**config.mk**
```make
export PLATFORM = sky130hd
export DESIGN_NAME = result_drain
export DESIGN_NICKNAME = d
export VERILOG_FILES = /design/src/rtl/result_drain.sv
export SDC_FILE = /design/constraint.sdc
export NUM_CORES = 1
export LEC_CHECK = 0
export ABC_AREA = 1
export CELL_PAD_IN_SITES_DETAIL_PLACEMENT = 0
export CELL_PAD_IN_SITES_GLOBAL_PLACEMENT = 2
export CORE_MARGIN = 5
export CORE_UTILIZATION = 31
export CTS_CLUSTER_SIZE = 16
export DETAILED_ROUTE_END_ITERATION = 8
export PLACE_DENSITY_LB_ADDON = 0.1
export SETUP_SLACK_MARGIN = 0.1
export SYNTH_ARGS = -nofsm -noshare
export SYNTH_HDL_FRONTEND = slang
export SYNTH_SLANG_ARGS = --single-unit
```
**constraint.sdc**
```tcl
create_clock -name clk_i -period 9.5 [get_ports clk_i]
set_input_delay 1.425 -clock clk_i [delete_from_list [all_inputs] [get_ports clk_i]]
set_output_delay 1.425 -clock clk_i [all_outputs]
set_load 0.01 [all_outputs]
```
**src/rtl/result_drain.sv**
```systemverilog
// result_drain: drains an inclusive address range from a pair of side-by-side
// SRAM macros (A = upper half, B = lower half) onto a valid/ready stream.
//
// Ports:
//   clk_i, rst_i           clock, async active-high reset
//   start_i                one-cycle drain request (accepted only in IDLE)
//   rd_start_addr_i        first address of the range
//   rd_end_addr_i          last address of the range (inclusive)
//   csb1_o, addr1_o        shared port-1 chip select (active low) / address
//   dout1_a_i, dout1_b_i   read data, valid one cycle after the read
//   m_valid_o/m_ready_i    output handshake
//   m_data_o, m_last_o     {A,B} result word and end-of-range marker
//   busy_o, done_o         not-IDLE flag, one-cycle completion pulse
//
// Optional feature macro: RESULT_DRAIN_CHKSUM_EN adds chksum_o, the running
// modulo-2^(2*DATA_W) sum of every transferred beat.
module result_drain #(
  parameter int ADDR_W = 9,
  parameter int DATA_W = 32
) (
  input  logic                  clk_i,
  input  logic                  rst_i,
  input  logic                  start_i,
  input  logic [ADDR_W-1:0]     rd_start_addr_i,
  input  logic [ADDR_W-1:0]     rd_end_addr_i,
  output logic                  csb1_o,
  output logic [ADDR_W-1:0]     addr1_o,
  input  logic [DATA_W-1:0]     dout1_a_i,
  input  logic [DATA_W-1:0]     dout1_b_i,
  output logic                  m_valid_o,
  input  logic                  m_ready_i,
  output logic [2*DATA_W-1:0]   m_data_o,
  output logic                  m_last_o,
  output logic                  busy_o,
  output logic                  done_o
`ifdef RESULT_DRAIN_CHKSUM_EN
  , output logic [2*DATA_W-1:0] chksum_o
`endif
);

  typedef enum logic [1:0] {S_IDLE, S_RUN, S_FIN} state_e;

  state_e state_q, state_d;

  // One extra bit so an end address of all-ones terminates instead of wrapping.
  logic [ADDR_W:0] nxt_q, nxt_d, end_q, end_d;

  logic inflt_q, inflt_last_q;

  logic [2*DATA_W-1:0] fdata_q [3];
  logic [2:0]          flast_q;
  logic [1:0]          wptr_q, rptr_q, cnt_q;

  logic issue, push, pop, start_acc;
  logic [2:0] occ;

  // Credit check counts the read whose data lands next edge, so the FIFO
  // can never overflow.
  assign occ   = {1'b0, cnt_q} + {2'b0, inflt_q};
  assign issue = (state_q == S_RUN) && (nxt_q <= end_q) && (occ < 3'd3);
  assign push  = inflt_q;
  assign pop   = m_valid_o && m_ready_i;

  assign csb1_o    = ~issue;
  assign addr1_o   = issue ? nxt_q[ADDR_W-1:0] : '0;
  assign m_valid_o = (cnt_q != 2'd0);
  assign m_data_o  = m_valid_o ? fdata_q[rptr_q] : '0;
  assign m_last_o  = m_valid_o & flast_q[rptr_q];
  assign busy_o    = (state_q != S_IDLE);
  assign done_o    = (state_q == S_FIN);

  always_comb begin
    state_d   = state_q;
    nxt_d     = nxt_q;
    end_d     = end_q;
    start_acc = 1'b0;
    case (state_q)
      S_IDLE: if (start_i) begin
        start_acc = 1'b1;
        nxt_d     = {1'b0, rd_start_addr_i};
        end_d     = {1'b0, rd_end_addr_i};
        state_d   = (rd_end_addr_i < rd_start_addr_i) ? S_FIN : S_RUN;
      end
      S_RUN: begin
        if (issue) nxt_d = nxt_q + 1'b1;
        if (pop && m_last_o) state_d = S_FIN;
      end
      S_FIN:   state_d = S_IDLE;
      default: state_d = S_IDLE;
    endcase
  end

  function automatic logic [1:0] inc3(input logic [1:0] p);
    return (p == 2'd2) ? 2'd0 : p + 2'd1;
  endfunction

  always_ff @(posedge clk_i or posedge rst_i) begin
    if (rst_i) begin
      state_q      <= S_IDLE;
      nxt_q        <= '0;
      end_q        <= '0;
      inflt_q      <= 1'b0;
      inflt_last_q <= 1'b0;
      flast_q      <= '0;
      wptr_q       <= '0;
      rptr_q       <= '0;
      cnt_q        <= '0;
      for (int i = 0; i < 3; i++) fdata_q[i] <= '0;
    end else begin
      state_q      <= state_d;
      nxt_q        <= nxt_d;
      end_q        <= end_d;
      inflt_q      <= issue;
      inflt_last_q <= issue && (nxt_q == end_q);
      if (push) begin
        fdata_q[wptr_q] <= {dout1_a_i, dout1_b_i};
        flast_q[wptr_q] <= inflt_last_q;
        wptr_q          <= inc3(wptr_q);
      end
      if (pop) rptr_q <= inc3(rptr_q);
      case ({push, pop})
        2'b10:   cnt_q <= cnt_q + 2'd1;
        2'b01:   cnt_q <= cnt_q - 2'd1;
        default: cnt_q <= cnt_q;
      endcase
    end
  end

`ifdef RESULT_DRAIN_CHKSUM_EN
  logic [2*DATA_W-1:0] sum_q;
  assign chksum_o = sum_q;

  always_ff @(posedge clk_i or posedge rst_i) begin
    if (rst_i)          sum_q <= '0;
    else if (start_acc) sum_q <= '0;
    else if (pop)       sum_q <= sum_q + m_data_o;
  end
`endif

endmodule

```
Word level (Yosys, flattened, before mapping) --
Cells that the tools add are included.
Operators by class: $add $sub $neg 6, magnitude comparators 9, equality and inequality tests 10, multiplexer cells 23, bitwise logic cells 4, reductions and logical operators 15
Operators with widths (number):
- 2-to-1 mux 64 bit | 4
- bitwise mux 192 bit | 1
- binary-select mux 64 bit (select 2 bit) | 1
- demux 64 bit (select 2 bit) | 1
- 2-to-1 mux 10 bit | 2
- one-hot mux 10 bit (2 select lines) | 1
- adder 10 x 1 -> 10 bit, second input constant | 1
- equality test 10 x 9 -> 1 bit | 1
- less-or-equal comparator 10 x 9 -> 1 bit | 1
- 2-to-1 mux 2 bit | 5
- less-than comparator 9 bit | 1
- 2-to-1 mux 9 bit | 1
- equality test 2 bit, second input constant | 4
- one-hot mux 2 bit (2 select lines) | 2
- nonzero test 2 bit | 4
- logical AND 1 bit | 7
- adder 2 x 1 -> 2 bit, second input constant | 3
- greater-or-equal comparator 3 bit, second input constant | 2
- less-than comparator 2 x 3 -> 1 bit, second input constant | 2
- inverter 2 -> 3 bit | 2
- equality test 2 x 1 -> 1 bit, second input constant | 2
- != test 2 bit, second input constant | 2
- AND reduction 2 bit | 2
- adder 2 x 1 -> 3 bit | 1
- other kinds (13) | 14
Word-level totals: flip-flop bits (word level) 224, input bits 86, output and inout bits 78

Logic depth before layout (Yosys ltp) --
depth in word-level cells 6, mapped depth 11, depth with buffers taken out 11

Worst setup path before layout --
Ideal clock, no wire load.
path kind reg2out, start point reg inflt_q, end point out addr1_o[0], arrival 1.652 ns, required time 8.075 ns, path slack 6.423 ns, stages on the path, launching flop included 10, path through dfrtp_1 -> ha_1 -> ha_1 -> a21oi_1 -> nand3_1 -> nor2_1 -> nand3_2 -> nand2_2 -> inv_2 -> nor2_1
On the way: longest elaborated chain between the ends 4
RTL lines:
- start: declaration | line 48 | logic inflt_q, inflt_last_q;
- start signal: assignment | line 113 | inflt_q <= issue;
- adder 2 x 1 -> 3 bit | line 59 | assign occ = {1'b0, cnt_q} + {2'b0, inflt_q};
- less-than comparator 3 x 2 -> 1 bit | line 60 | assign issue = (state_q == S_RUN) && (nxt_q <= end_q) && (occ < 3'd3);
- logical AND 1 bit | line 60
- via issue | line 54 | logic issue, push, pop, start_acc;
- 2-to-1 mux 9 bit | line 65 | assign addr1_o = issue ? nxt_q[ADDR_W-1:0] : '0;
- end: declaration | line 27 | output logic [ADDR_W-1:0] addr1_o,
The timed path passes the listed nets, and every way through them passes these cells.

Final worst setup path --
start point reg rptr_q[0], end point out m_last_o
On the way: longest elaborated chain between the ends 3
RTL lines:
- start: declaration | line 52 | logic [1:0] wptr_q, rptr_q, cnt_q;
- start signal: assignment | line 120 | if (pop) rptr_q <= inc3(rptr_q);
- binary-select mux 1 bit (select 2 bit) | line 68 | assign m_last_o = m_valid_o & flast_q[rptr_q];
- 2-to-1 mux 1 bit (not written as such) | line 68
- AND 1 bit | line 68
- end: declaration | line 33 | output logic m_last_o,
Every way passes these cells. The select of a mux whose other input is x is not followed.

==> results.ini <==
[critical_path]
path_class=reg -> out
cpMaxStageDelayCell=nor2_4
crit_arrival_ps=3270
cpLargestDelayFamily=buffers and inverters
crit_cells=7
path_cells=nor2_4 > buf_4 > nand2_1 > nand3_1 > nand2_1 > inv_1 > clkdlybuf4s50_1
crit_buf_inv=3
reg2reg_slack_ps=7020
cp-end-kind=output pin
path_common_cell=nand2_1
start_kind=flip-flop
cpPeakStageDelay_ps=720
required_ps=8080
worst-r2r-cell-count=7
worstPathMaxFanout=37

[synth]
syn_inst=1394
ys_seq_area_frac=0.523
syn_area_um2=10700
synth_seq_cells=224
syn_avg_cell_area_um2=7.68
synth_edf_count=0
async_flop_share=1.00
synth_cell_types=23
ys.flop_type=dfrtp_1
synth_warnings=0
syn_nets=1501

[power_and_ir_drop]
leakagePower_nw=7.00
powerDensity_nw_per_um2=365
power_mw=4.95
peakVddDrop_v=0.000143

[place]
gp_congestion=0.734
hpwlAfterDp_mm=19.0
port_buffers=163

[sta]
hold_viol=0
layout_min_cycle_time_ps=4690
drv_slew=0
worst_slew_pin_slew_ps=1000
skew_ps=9.12
fin_crit_sh=0.494
relSlewSlack=0.332
rsz0062_at_grt=false
fin_tns_setup_ps=0
max_freq_mhz=213
setup_viol=0

[floorplanning]
start_util=0.312
rows=68
core-area_um2=34300
dieWidth_um=196
fp.dieH_um=196
die_area_um2=38400
ios=164

[global_route]
antenna_found_initial=0
grt_max_degree=98
grt_overflow=0
grt_pass1_vias=9422
grt_first_pass_wirelength_mm=51.1
grt_util_all_layers=0.161

[clock_network]
cts_buffers=27
clkTransAtPathRegs_ps=60
clock_sinks=224
htree_levels=1
post_cts_resized=0
cts_buffer_depth=3
clockRootBuffer=clkbuf_16
clock_latency_ps=530
post_cts_buffers=0
holdBufCountCts=0
tritoncts=yes

[detailed_routing]
viasPerCell=4.58
firstDrtPassIters=5
ant_nets=0
drc=0
wl_met1_mm=14.9
wl_met2_mm=14.2
routedWlPerCell_um=15.5
drt_iter0_markers=477
wirelength_mm=31.0
vias=9133
highest_layer=met4
wl_met3_mm=1.18

[min_path]
worstHoldPathCells=2
hold_class=reg -> reg

[layout]
fillers=3619
area_delta_synth_final_pct=26.8
seqCellArea_um2=5610
drive_gt1_frac=0.0442
multi_input_area_um2=4150
diodes=0
num-nets-final=1627

[outcome]
status=finished, final reports clean

[job]
cap_violations=0

## state kept, by name, summed over array words and instances, names as in the netlist
register	flops
fdata_q	192
nxt_q	10
end_q	9
flast_q	3
cnt_q	2
rptr_q	2
state_q	2
wptr_q	2
inflt_last_q	1
inflt_q	1
## cells by family (layout without fill, tap and decap cells)
kind of cell | count (synthesis) | in the layout | synth area share
and+or+nand+nor | 661 | 661 | 0.246
buffers and inverters | 253 | 399 | 0.0951
DFF | 224 | 224 | 0.523
AOI/OAI and AO/OA | 233 | 233 | 0.109
xor gates and xnor gates | 2 | 2 | 0.00164
adders and majority gates | 21 | 21 | 0.0245
## area by class of cell
| cell class | instances | area share |
|---|---|---|
| flip-flops and latches | 224 | 0.413 |
| clock buffers | 43 | 0.0601 |
| well taps | 455 | 0.0419 |
| repair buffers | 173 | 0.126 |
| inverters | 177 | 0.0496 |
| clock inverters | 6 | 0.00433 |
| multi-input cells | 917 | 0.305 |
## cell usage in the layout (no fill, tap or decap)
cell type,n
inv_6,1
clkbuf_1,8
o21bai_1,1
nand3_1,80
o21ai_0,213
nand2_2,2
o21a_1,1
clkbuf_8,8
clkinv_2,5
nor2_4,3
nand2_1,521
buf_4,10
xnor2_1,2
o21ai_1,1
nand3_4,3
dfrtp_1,224
nand4_1,12
clkdlybuf4s50_1,163
ha_1,21
bufinv_16,1
a21oi_1,17
nor2_1,37
inv_8,1
clkbuf_16,27
nand3_2,2
inv_2,5
inv_1,170
nor3_1,1
## metal layers
metal	track usage	up-vias
met1	0.222	4318
met5	0	-
li1	-	4607
met4	0.0357	0
met3	0.0263	41
met2	0.270	167
## power by group
part	internal, mW	switching, mW
Clock	0.611	0.403
Sequential	1.43	0.268
Combinational	0.960	1.29
## worst reg2reg max path: cells and delay by family, from the launching register on
kind | cells | cell delay [ps]
flops | 1 | 450
simple gates | 5 | 1110
buf+inv | 1 | 600
compound gates | 1 | 180
## cell usage after synthesis (6+ instances only)
master / instances / area (µm²)
nand4_1: 12 / 75.1
inv_1: 172 / 646
buf_4: 6 / 45.0
o21ai_0: 213 / 1070
a21oi_1: 17 / 85.1
nor2_1: 40 / 150
clkbuf_1: 38 / 143
nand3_1: 83 / 415
ha_1: 21 / 263
dfrtp_1: 224 / 5610
buf_2: 30 / 150
nand2_1: 521 / 1960
## path summary, 6_finish.rpt
| path | start | end |
|---|---|---|
| min reg2reg | fdata_q[170] | fdata_q[170] |
| min | fdata_q[170] | fdata_q[170] |
| max in group asynchronous | rst_i | fdata_q[135] |
| max reg2reg | rptr_q[0] | state_q[0] |
| min in group asynchronous | rst_i | end_q[6] |
| max | rptr_q[0] | m_last_o |
## per-stage QoR
stage          setup WS [ps]  hold WS, ps  instances  cell area [µm²]  utilization
2_1_floorplan           1940          453       1394            10700            -
5_1_grt                 4470          492       1995            13600        0.396
3_5_place_dp            5250          473       1946            12700        0.370
3_3_place_gp            5310          466       1946            12700        0.370
4_1_cts                 4680          487       1995            13600        0.396
6_report                4810          482       1995            13600        0.396
Power figures use the tool's default switching activity.
==> variant (same settings) <==
Change the parameter `DATA_W` from 32 to 64.
--- a/src/rtl/result_drain.sv
+++ b/src/rtl/result_drain.sv
@@ -17,5 +17,5 @@
 module result_drain #(
   parameter int ADDR_W = 9,
-  parameter int DATA_W = 32
+  parameter int DATA_W = 64
 ) (
   input  logic                  clk_i,
Interface: changed (resized dout1_a_i, dout1_b_i and m_data_o); port bits go from 164 to 292. No check against the original RTL was run, so the function may have changed too.
==> variant against the original RTL <==
Final area grew 80%. Total power is 87% higher. Sequential share of layout area up 1.2 points. Area after synthesis up 80%. Sequential cell count rose by 192. Hold slack got worse by 0.0031 ns. Setup slack got worse by 0.35 ns. Register-to-register slack lost 0.34 ns. First-iteration DRC count is 100% higher. Cell count up 79%. Wire length grew 87%. Global-route usage grew 0.84 points. Critical endpoint unchanged.
==> variant: results (changes against the original RTL) <==
[outcome]
outcome=completed

[clocking]
clk_latency_ns=0.58  ; +0.05 ns
cts_buffers=50  ; +85%

[route]
routed_wl_um=58000  ; +87%
drtIter0Drc=959  ; +100%
num_vias=16378  ; +79%
maxUsedRoutingLayer=met5
wl_met2_um=27500  ; +94%
wl_met3_um=2650  ; +120%

[sta]
finalHoldWorstSlack_ns=0.478  ; -0.00311 ns
layout_setup_ws_ns=4.45  ; -0.351 ns

[power_and_ir_drop]
max-vdd-ir-drop_uv=189  ; +32%
p_leak_nw=12.7  ; +81%
clockPowerShare=0.212  ; +0.007
p_comb_w=0.00417  ; +85%

[cells_and_area]
multi_input_area_share=0.290  ; -0.0154
n_clock_buffer=78  ; +81%
fill_cells=6506  ; +80%
top_regs=fdata_q x384, nxt_q x10, end_q x9
syn2layout_area_growth_pct=27.0
drive_gt1_frac=0.0394  ; -0.00473
antenna-diode-count=1  ; +1
seq_cells=416  ; +86%
bufAreaShareNonClock=0.125  ; -0.000930

[grt]
grtUsageMet1=0.233  ; +0.0119
grt_usage=0.170  ; +0.00841
grt_pass1_vias=16386  ; +74%
met2_usage=0.283  ; +0.0129
antenna_found_initial=3  ; +3
grt_pass1_wl_um=92300  ; +81%

[place]
gp_congestion=0.758  ; +3.3%
dp_hpwl_um=36100  ; +90%
dp_slack_ns=4.98  ; -0.271 ns
portBuffers=291  ; +79%
dpl_cell_area_sq_um=22800  ; +79%
placed_cells=3487  ; +79%

[yosys]
ys_seq_area_frac=0.540  ; +0.0164
synthTopCellsByCount=nand2_1 (974), dfrtp_1 (416), o21ai_0 (404)

[min_path]
worstHoldEndpoint=fdata_q[80]$_DFFE_PP0P_

[critical_path]
reg2reg_slack_ns=6.68  ; -0.34 ns
r2r_end=state_q[1]$_DFFE_PP0P_

[variant: cell count changes in the layout (fill, tap and decap cells not counted), sizes merged, moves of 2 or more]
| cell | before | now |
|---|---|---|
| buf | 10 | 19 |
| dfrtp | 224 | 416 |
| nand2 | 523 | 974 |
| nor2 | 40 | 31 |
| clkbuf | 43 | 78 |
| nand4 | 12 | 14 |
| clkdlybuf4s50 | 163 | 291 |
| inv | 177 | 306 |
| clkinv | 5 | 7 |
| nand3 | 85 | 148 |
| a21oi | 17 | 11 |
| o21ai | 214 | 412 |
| bufinv | 1 | 4 |
[variant: kinds of logic after synthesis]
| family | synth area share |
|---|---|
| AND/OR/NAND/NOR | 0.240 |
| buffers and inverters | 0.0945 |
| AO/OA/AOI/OAI | 0.111 |
| flip-flops | 0.540 |
| adder cells (fa/ha/maj) | 0.0136 |
| XOR/XNOR | 0.00136 |
